**src/rtl/spi_slave.sv**
```systemverilog
// SPI mode-0 responder: oversamples the SPI pins in the clk domain, decodes a
// 32-bit command/address word, then either streams read data out on MISO or
// collects up to 32 write bits for the local bus sink.
module spi_slave #(
  parameter logic [7:0] READ_CMD  = 8'h03,
  parameter logic [7:0] WRITE_CMD = 8'h02
) (
  input  logic        clk,
  input  logic        rst,
  input  logic        spi_clk,
  input  logic        spi_cs_n,
  input  logic        spi_mosi,
  output logic        spi_miso,
  output logic        cmd_valid,
  output logic [7:0]  cmd,
  output logic [23:0] addr,
  input  logic [31:0] rd_data,
  input  logic        rd_valid,
  output logic        wr_valid,
  output logic [31:0] wr_data,
  output logic [5:0]  wr_len,
  output logic        busy,
  output logic        underrun,
  output logic        overrun
);

  localparam int unsigned DATA_W = 32;
  localparam int unsigned CNT_W  = 6;
  localparam logic [CNT_W-1:0] LAST_CMD_BIT = CNT_W'(DATA_W - 1);
  localparam logic [CNT_W-1:0] FULL_CNT     = CNT_W'(DATA_W);

  typedef enum logic [2:0] {IDLE, CMD_ADDR, RD_WAIT, DATA_RD, DATA_WR} state_t;

  state_t              state_q, state_d;
  logic [CNT_W-1:0]    cnt_q, cnt_d;
  logic [DATA_W-1:0]   sh_q, sh_d;
  logic [DATA_W-1:0]   tx_q, tx_d;
  logic [DATA_W-1:0]   cmd_word;
  logic                miso_d, cmd_valid_d, wr_valid_d, busy_d;
  logic                underrun_d, overrun_d;
  logic [7:0]          cmd_d;
  logic [23:0]         addr_d;
  logic [DATA_W-1:0]   wr_data_d;
  logic [CNT_W-1:0]    wr_len_d;

  logic sclk_s1, sclk_s2, sclk_s3;
  logic cs_s1, cs_s2, cs_prev;
  logic mosi_s1, mosi_s2;
  logic [1:0] settle;
  logic sclk_rise, sclk_fall, cs_fall;

  // Pin synchronizers; cs_prev stays low until the synchronizer has flushed its
  // reset preset, so a frame already in progress at reset cannot start a decode.
  always_ff @(posedge clk or posedge rst) begin
    if (rst) begin
      sclk_s1 <= 1'b0;
      sclk_s2 <= 1'b0;
      sclk_s3 <= 1'b0;
      cs_s1   <= 1'b1;
      cs_s2   <= 1'b1;
      cs_prev <= 1'b0;
      mosi_s1 <= 1'b0;
      mosi_s2 <= 1'b0;
      settle  <= 2'b00;
    end else begin
      sclk_s1 <= spi_clk;
      sclk_s2 <= sclk_s1;
      sclk_s3 <= sclk_s2;
      cs_s1   <= spi_cs_n;
      cs_s2   <= cs_s1;
      cs_prev <= settle[1] & cs_s2;
      mosi_s1 <= spi_mosi;
      mosi_s2 <= mosi_s1;
      settle  <= {settle[0], 1'b1};
    end
  end

  assign sclk_rise = sclk_s2 & ~sclk_s3;
  assign sclk_fall = ~sclk_s2 & sclk_s3;
  assign cs_fall   = cs_prev & ~cs_s2;
  assign cmd_word  = {sh_q[DATA_W-2:0], mosi_s2};

  // State and registered outputs.
  always_ff @(posedge clk or posedge rst) begin
    if (rst) begin
      state_q   <= IDLE;
      cnt_q     <= '0;
      sh_q      <= '0;
      tx_q      <= '0;
      spi_miso  <= 1'b0;
      cmd_valid <= 1'b0;
      cmd       <= '0;
      addr      <= '0;
      wr_valid  <= 1'b0;
      wr_data   <= '0;
      wr_len    <= '0;
      busy      <= 1'b0;
      underrun  <= 1'b0;
      overrun   <= 1'b0;
    end else begin
      state_q   <= state_d;
      cnt_q     <= cnt_d;
      sh_q      <= sh_d;
      tx_q      <= tx_d;
      spi_miso  <= miso_d;
      cmd_valid <= cmd_valid_d;
      cmd       <= cmd_d;
      addr      <= addr_d;
      wr_valid  <= wr_valid_d;
      wr_data   <= wr_data_d;
      wr_len    <= wr_len_d;
      busy      <= busy_d;
      underrun  <= underrun_d;
      overrun   <= overrun_d;
    end
  end

  // Next-state and output decode; a cs_n rise pre-empts any SCLK edge.
  always_comb begin
    state_d     = state_q;
    cnt_d       = cnt_q;
    sh_d        = sh_q;
    tx_d        = tx_q;
    miso_d      = spi_miso;
    cmd_valid_d = 1'b0;
    cmd_d       = cmd;
    addr_d      = addr;
    wr_valid_d  = 1'b0;
    wr_data_d   = wr_data;
    wr_len_d    = wr_len;
    underrun_d  = underrun;
    overrun_d   = overrun;

    if (state_q != IDLE && cs_s2) begin
      state_d = IDLE;
      miso_d  = 1'b0;
      if (state_q == DATA_WR) begin
        wr_valid_d = 1'b1;
        wr_data_d  = sh_q;
        wr_len_d   = cnt_q;
      end
    end else begin
      case (state_q)
        IDLE: begin
          if (cs_fall) begin
            cnt_d   = '0;
            sh_d    = '0;
            state_d = CMD_ADDR;
          end
        end
        CMD_ADDR: begin
          if (sclk_rise) begin
            if (cnt_q == LAST_CMD_BIT) begin
              cmd_d       = cmd_word[31:24];
              addr_d      = cmd_word[23:0];
              cmd_valid_d = 1'b1;
              underrun_d  = 1'b0;
              overrun_d   = 1'b0;
              cnt_d       = '0;
              sh_d        = '0;
              if (cmd_word[31:24] == READ_CMD)       state_d = RD_WAIT;
              else if (cmd_word[31:24] == WRITE_CMD) state_d = DATA_WR;
              else                                   state_d = DATA_WR;
            end else begin
              sh_d  = cmd_word;
              cnt_d = CNT_W'(cnt_q + 1'b1);
            end
          end
        end
        RD_WAIT: begin
          if (rd_valid) begin
            state_d = DATA_RD;
            if (sclk_fall) begin
              miso_d = rd_data[DATA_W-1];
              tx_d   = {rd_data[DATA_W-2:0], 1'b0};
              cnt_d  = CNT_W'(1);
            end else begin
              tx_d = rd_data;
            end
          end else if (sclk_fall) begin
            underrun_d = 1'b1;
            miso_d     = 1'b0;
            tx_d       = '0;
            cnt_d      = CNT_W'(1);
            state_d    = DATA_RD;
          end
        end
        DATA_RD: begin
          if (sclk_fall) begin
            if (cnt_q < FULL_CNT) begin
              miso_d = tx_q[DATA_W-1];
              tx_d   = {tx_q[DATA_W-2:0], 1'b0};
              cnt_d  = CNT_W'(cnt_q + 1'b1);
            end else begin
              miso_d = 1'b0;
            end
          end
        end
        DATA_WR: begin
          if (sclk_rise) begin
            if (cnt_q < FULL_CNT) begin
              sh_d  = cmd_word;
              cnt_d = CNT_W'(cnt_q + 1'b1);
            end else begin
              overrun_d = 1'b1;
            end
          end
        end
        default: state_d = IDLE;
      endcase
    end

    busy_d = (state_d != IDLE) || wr_valid_d;
  end

endmodule

```
**config.mk**
```make
export PLATFORM = sky130hd
export DESIGN_NAME = spi_slave
export DESIGN_NICKNAME = d
export VERILOG_FILES = /design/src/rtl/spi_slave.sv
export SDC_FILE = /design/constraint.sdc
export NUM_CORES = 1
export LEC_CHECK = 0
export ABC_CLOCK_PERIOD_IN_PS = 5500
export CAP_MARGIN = 5
export CORE_MARGIN = 2
export CORE_UTILIZATION = 35
export DETAILED_ROUTE_END_ITERATION = 6
export RECOVER_POWER = 100
export SYNTH_ARGS = -nofsm -noshare
export SYNTH_HDL_FRONTEND = slang
export SYNTH_SLANG_ARGS = --single-unit
```
**constraint.sdc**
```tcl
create_clock -name clk -period 5.5 [get_ports clk]
set_input_delay 1.1 -clock clk [delete_from_list [all_inputs] [get_ports clk]]
set_output_delay 1.1 -clock clk [all_outputs]
set_load 0.02 [all_outputs]
```
==> flow_metrics.tcl <==
set metrics [dict create \
    synth.most_common_cell "nand2_1" \
    switching_share 0.281 \
    core-area_um2 20000 \
    path_clk_slew_ns 0.06 \
    cp_max_fo 33 \
    status "complete, but fails checks" \
    cts_resized 0 \
    nNetsFinal 798 \
    avgRoutedWirePerCell_um 14.2 \
    via_per_inst 4.78 \
    endpoint "tx_q[25]" \
    synth_top_area_cell "dfrtp_1" \
    placementRows 52 \
    tns_ns 0 \
    cts_buffer_depth 2 \
    end_kind "register" \
    timing.rr.end "tx_q[25]" \
    fmaxAchievable_ghz 0.282 \
    layout-drive-gt1-share 0.120 \
    synthTopCellsByCount "nand2_1 (200), dfrtp_1 (157), o21ai_0 (63)" \
    path_buf_inv 3 \
    worst-setup-path-type "register to register" \
    cts_hold_buf 0 \
    area_growth_pct 25.0 \
    switchingPower_mw 0.805 \
    critical_path.startpoint "state_q[0]" \
    grt_max_degree 96 \
    reg2reg_from "state_q[0]" \
    tightest_slew_ns 2.33 \
    synth_edf_count 0 \
    hp-class "register to register" \
    rrSetupSlack_ns 1.96 \
    fp.dieH_um 146 \
    grt_usage 0.146 \
    multiInputGateArea_um2 2740 \
    regArea_um2 3980 \
    place_hpwl_mm 9.46 \
    cp_top_family "buffers and inverters" \
    synth.top_cell.area_share 0.554 \
    yosys_most_used_dff "dfrtp_1" \
    gp_congestion 0.783 \
    routed_wl_mm 14.8 \
    path_cells "inv_1 > nor2_2 > clkbuf_1 > nor2_2 > clkbuf_1 > a22oi_1 > o21ai_0" \
    fill_cells 1994 \
    grt_pass1_vias 4835 \
    h-tree-depth 4 \
    initial_core_util 0.354 \
    grt_pass1_wl_mm 25.3 \
    rr_worst_depth 7 \
    rsz0062_at_grt "false" \
    antenna_found_initial 0 \
    final-hold-violation-count 0 \
    power.share.combinational 0.134 \
    synthesis.nets 699 \
    ys_ff_latch 159 \
    ant_nets 0 \
    dieWidth_um 146 \
    synth_cell_types 55 \
    die_area_um2 21400 \
    fin_crit_sh 0.644 \
    syn_inst 660 \
    clock_latency_ns 0.42 \
    grt-ovfl-total 0 \
    vias 4985 \
    power_density_nw_per_um2 323 \
    leakagePower_nw 4.29 \
    clkSinkCount 159 \
    yosysWarningCount 0 \
    syn_avg_cell_area_um2 10.8 \
    crit_cells 7 \
    slew_headroom -0.552 \
    drtIter0Drc 292 \
    async_flop_share 1.00 \
    p_clk_frac 0.422 \
    seqPwrFrac 0.444 \
    netlist_area_um2 7100 \
    setup_viol 0 \
    ys_seq_area_frac 0.561 \
    slowest_stage "clkbuf_1" \
    ios 114 \
    slowest_delay_ns 1.11 \
    p_total_mw 2.87 \
    ir_drop_uv 214 \
    synth_area_leaders "dfrtp_1 (55%), nand2_1 (11%), mux2_2 (6.5%)" \
    clock_skew_ns 0.0101 \
    slew_viol_final 208 \
    cts_setup_buffers 0 \
    arrival_ns 3.82 \
    diodes 0 \
    port_buffers 113 \
    drc 0 \
    violations "max-capacitance violations, max-slew violations" \
    hold_depth 0 \
    ctsRootBufferMaster "clkbuf_16" \
    cts_buffers 17 \
    min_period_ns 3.54 \
    max_cap_viol_count 6 \
    worstPathRequired_ns 5.78 \
    cp-start-kind "register" \
    cts_tree "done" \
    intPower_mw 2.06 \
    firstDrtPassIters 4 \
]
[layout make-up]
class | instances | share of cell area
clock buffer | 19 | 0.0499
clock inverter | 13 | 0.0181
inverter | 5 | 0.00268
multi-input combinational | 453 | 0.309
sequential | 159 | 0.449
tap | 270 | 0.0381
timing repair buffer | 123 | 0.133
[cell usage in the layout (no fill, tap or decap), types with 2 or more instances in the layout]
cell type	n
nand2_1	200
dfrtp_1	157
dlygate4sd3_1	80
o21ai_0	71
mux2_2	41
clkdlybuf4s50_1	33
a22oi_1	31
mux2_1	29
clkbuf_16	17
nor2_1	13
a21oi_1	8
clkbuf_1	7
nand2b_1	6
nor2b_1	5
nand3_1	4
inv_1	4
inv_6	4
clkinv_2	4
buf_4	4
nor2_2	3
bufinv_16	3
o31ai_1	2
o41ai_1	2
o21ai_1	2
nor4b_1	2
clkinvlp_4	2
[power by group through the flow]
stage                     Clock, mW  Sequential [mW]  Combinational, mW
after CTS                      1.24             1.28              0.408
after floorplan                   0             1.27              0.298
after global routing           1.29             1.28              0.440
final                          1.21             1.27              0.386
after global placement            0             1.30              0.402
after detailed placement          0             1.30              0.407
[cells by family after synthesis]
family,after synthesis,share of synthesized area
AND/OR/NAND/NOR,249,0.155
AO/OA/AOI/OAI,132,0.118
adder cells (fa/ha/maj),1,0.00176
multiplexers,70,0.126
other,1,0.000528
flip-flops,159,0.561
buffers and inverters,48,0.0374
[worst register-to-register path: cells and delay by family (launching register included)]
family | cells | cell delay [ns]
and+or+nand+nor | 2 | 0.14
buffers and inverters | 3 | 1.96
DFF | 1 | 0.79
AOI/OAI and AO/OA | 2 | 0.52
[flip-flops by register name (all words and copies together), names as in the netlist, 2 cells and up]
name / cells
addr: 24
settle: 2
wr_len: 6
state_q: 3
cmd: 8
tx_q: 32
wr_data: 32
cnt_q: 6
sh_q: 32
[layer usage]
metal	part of all wire	up-vias	GRT usage
met4	0.013	0	0.0481
met5	0	-	0
met3	0.043	17	0.0366
met1	0.51	2390	0.211
li1	-	2466	-
met2	0.44	112	0.217
[per-stage QoR]
step | utilization | setup WS (ns) | area, um2 | hold WS, ns | std cells
after floorplan | - | 0.112 | 7100 | 0.331 | 660
after global placement | 0.421 | 2.74 | 8440 | 0.332 | 1010
after detailed placement | 0.421 | 2.69 | 8440 | 0.337 | 1010
after CTS | 0.451 | 2.86 | 9040 | 0.351 | 1042
after global routing | 0.443 | 1.46 | 8870 | 0.353 | 1042
final | 0.443 | 1.96 | 8870 | 0.346 | 1042
[worst min-delay path by stage]
stage              start   endpoint
6_report         mosi_s1    mosi_s2
3_5_place_dp   settle[0]  settle[1]
4_1_cts          mosi_s1    mosi_s2
3_3_place_gp     mosi_s1    mosi_s2
5_1_grt        settle[0]  settle[1]
2_1_floorplan    mosi_s1    mosi_s2
Power figures use the tool's default switching activity.
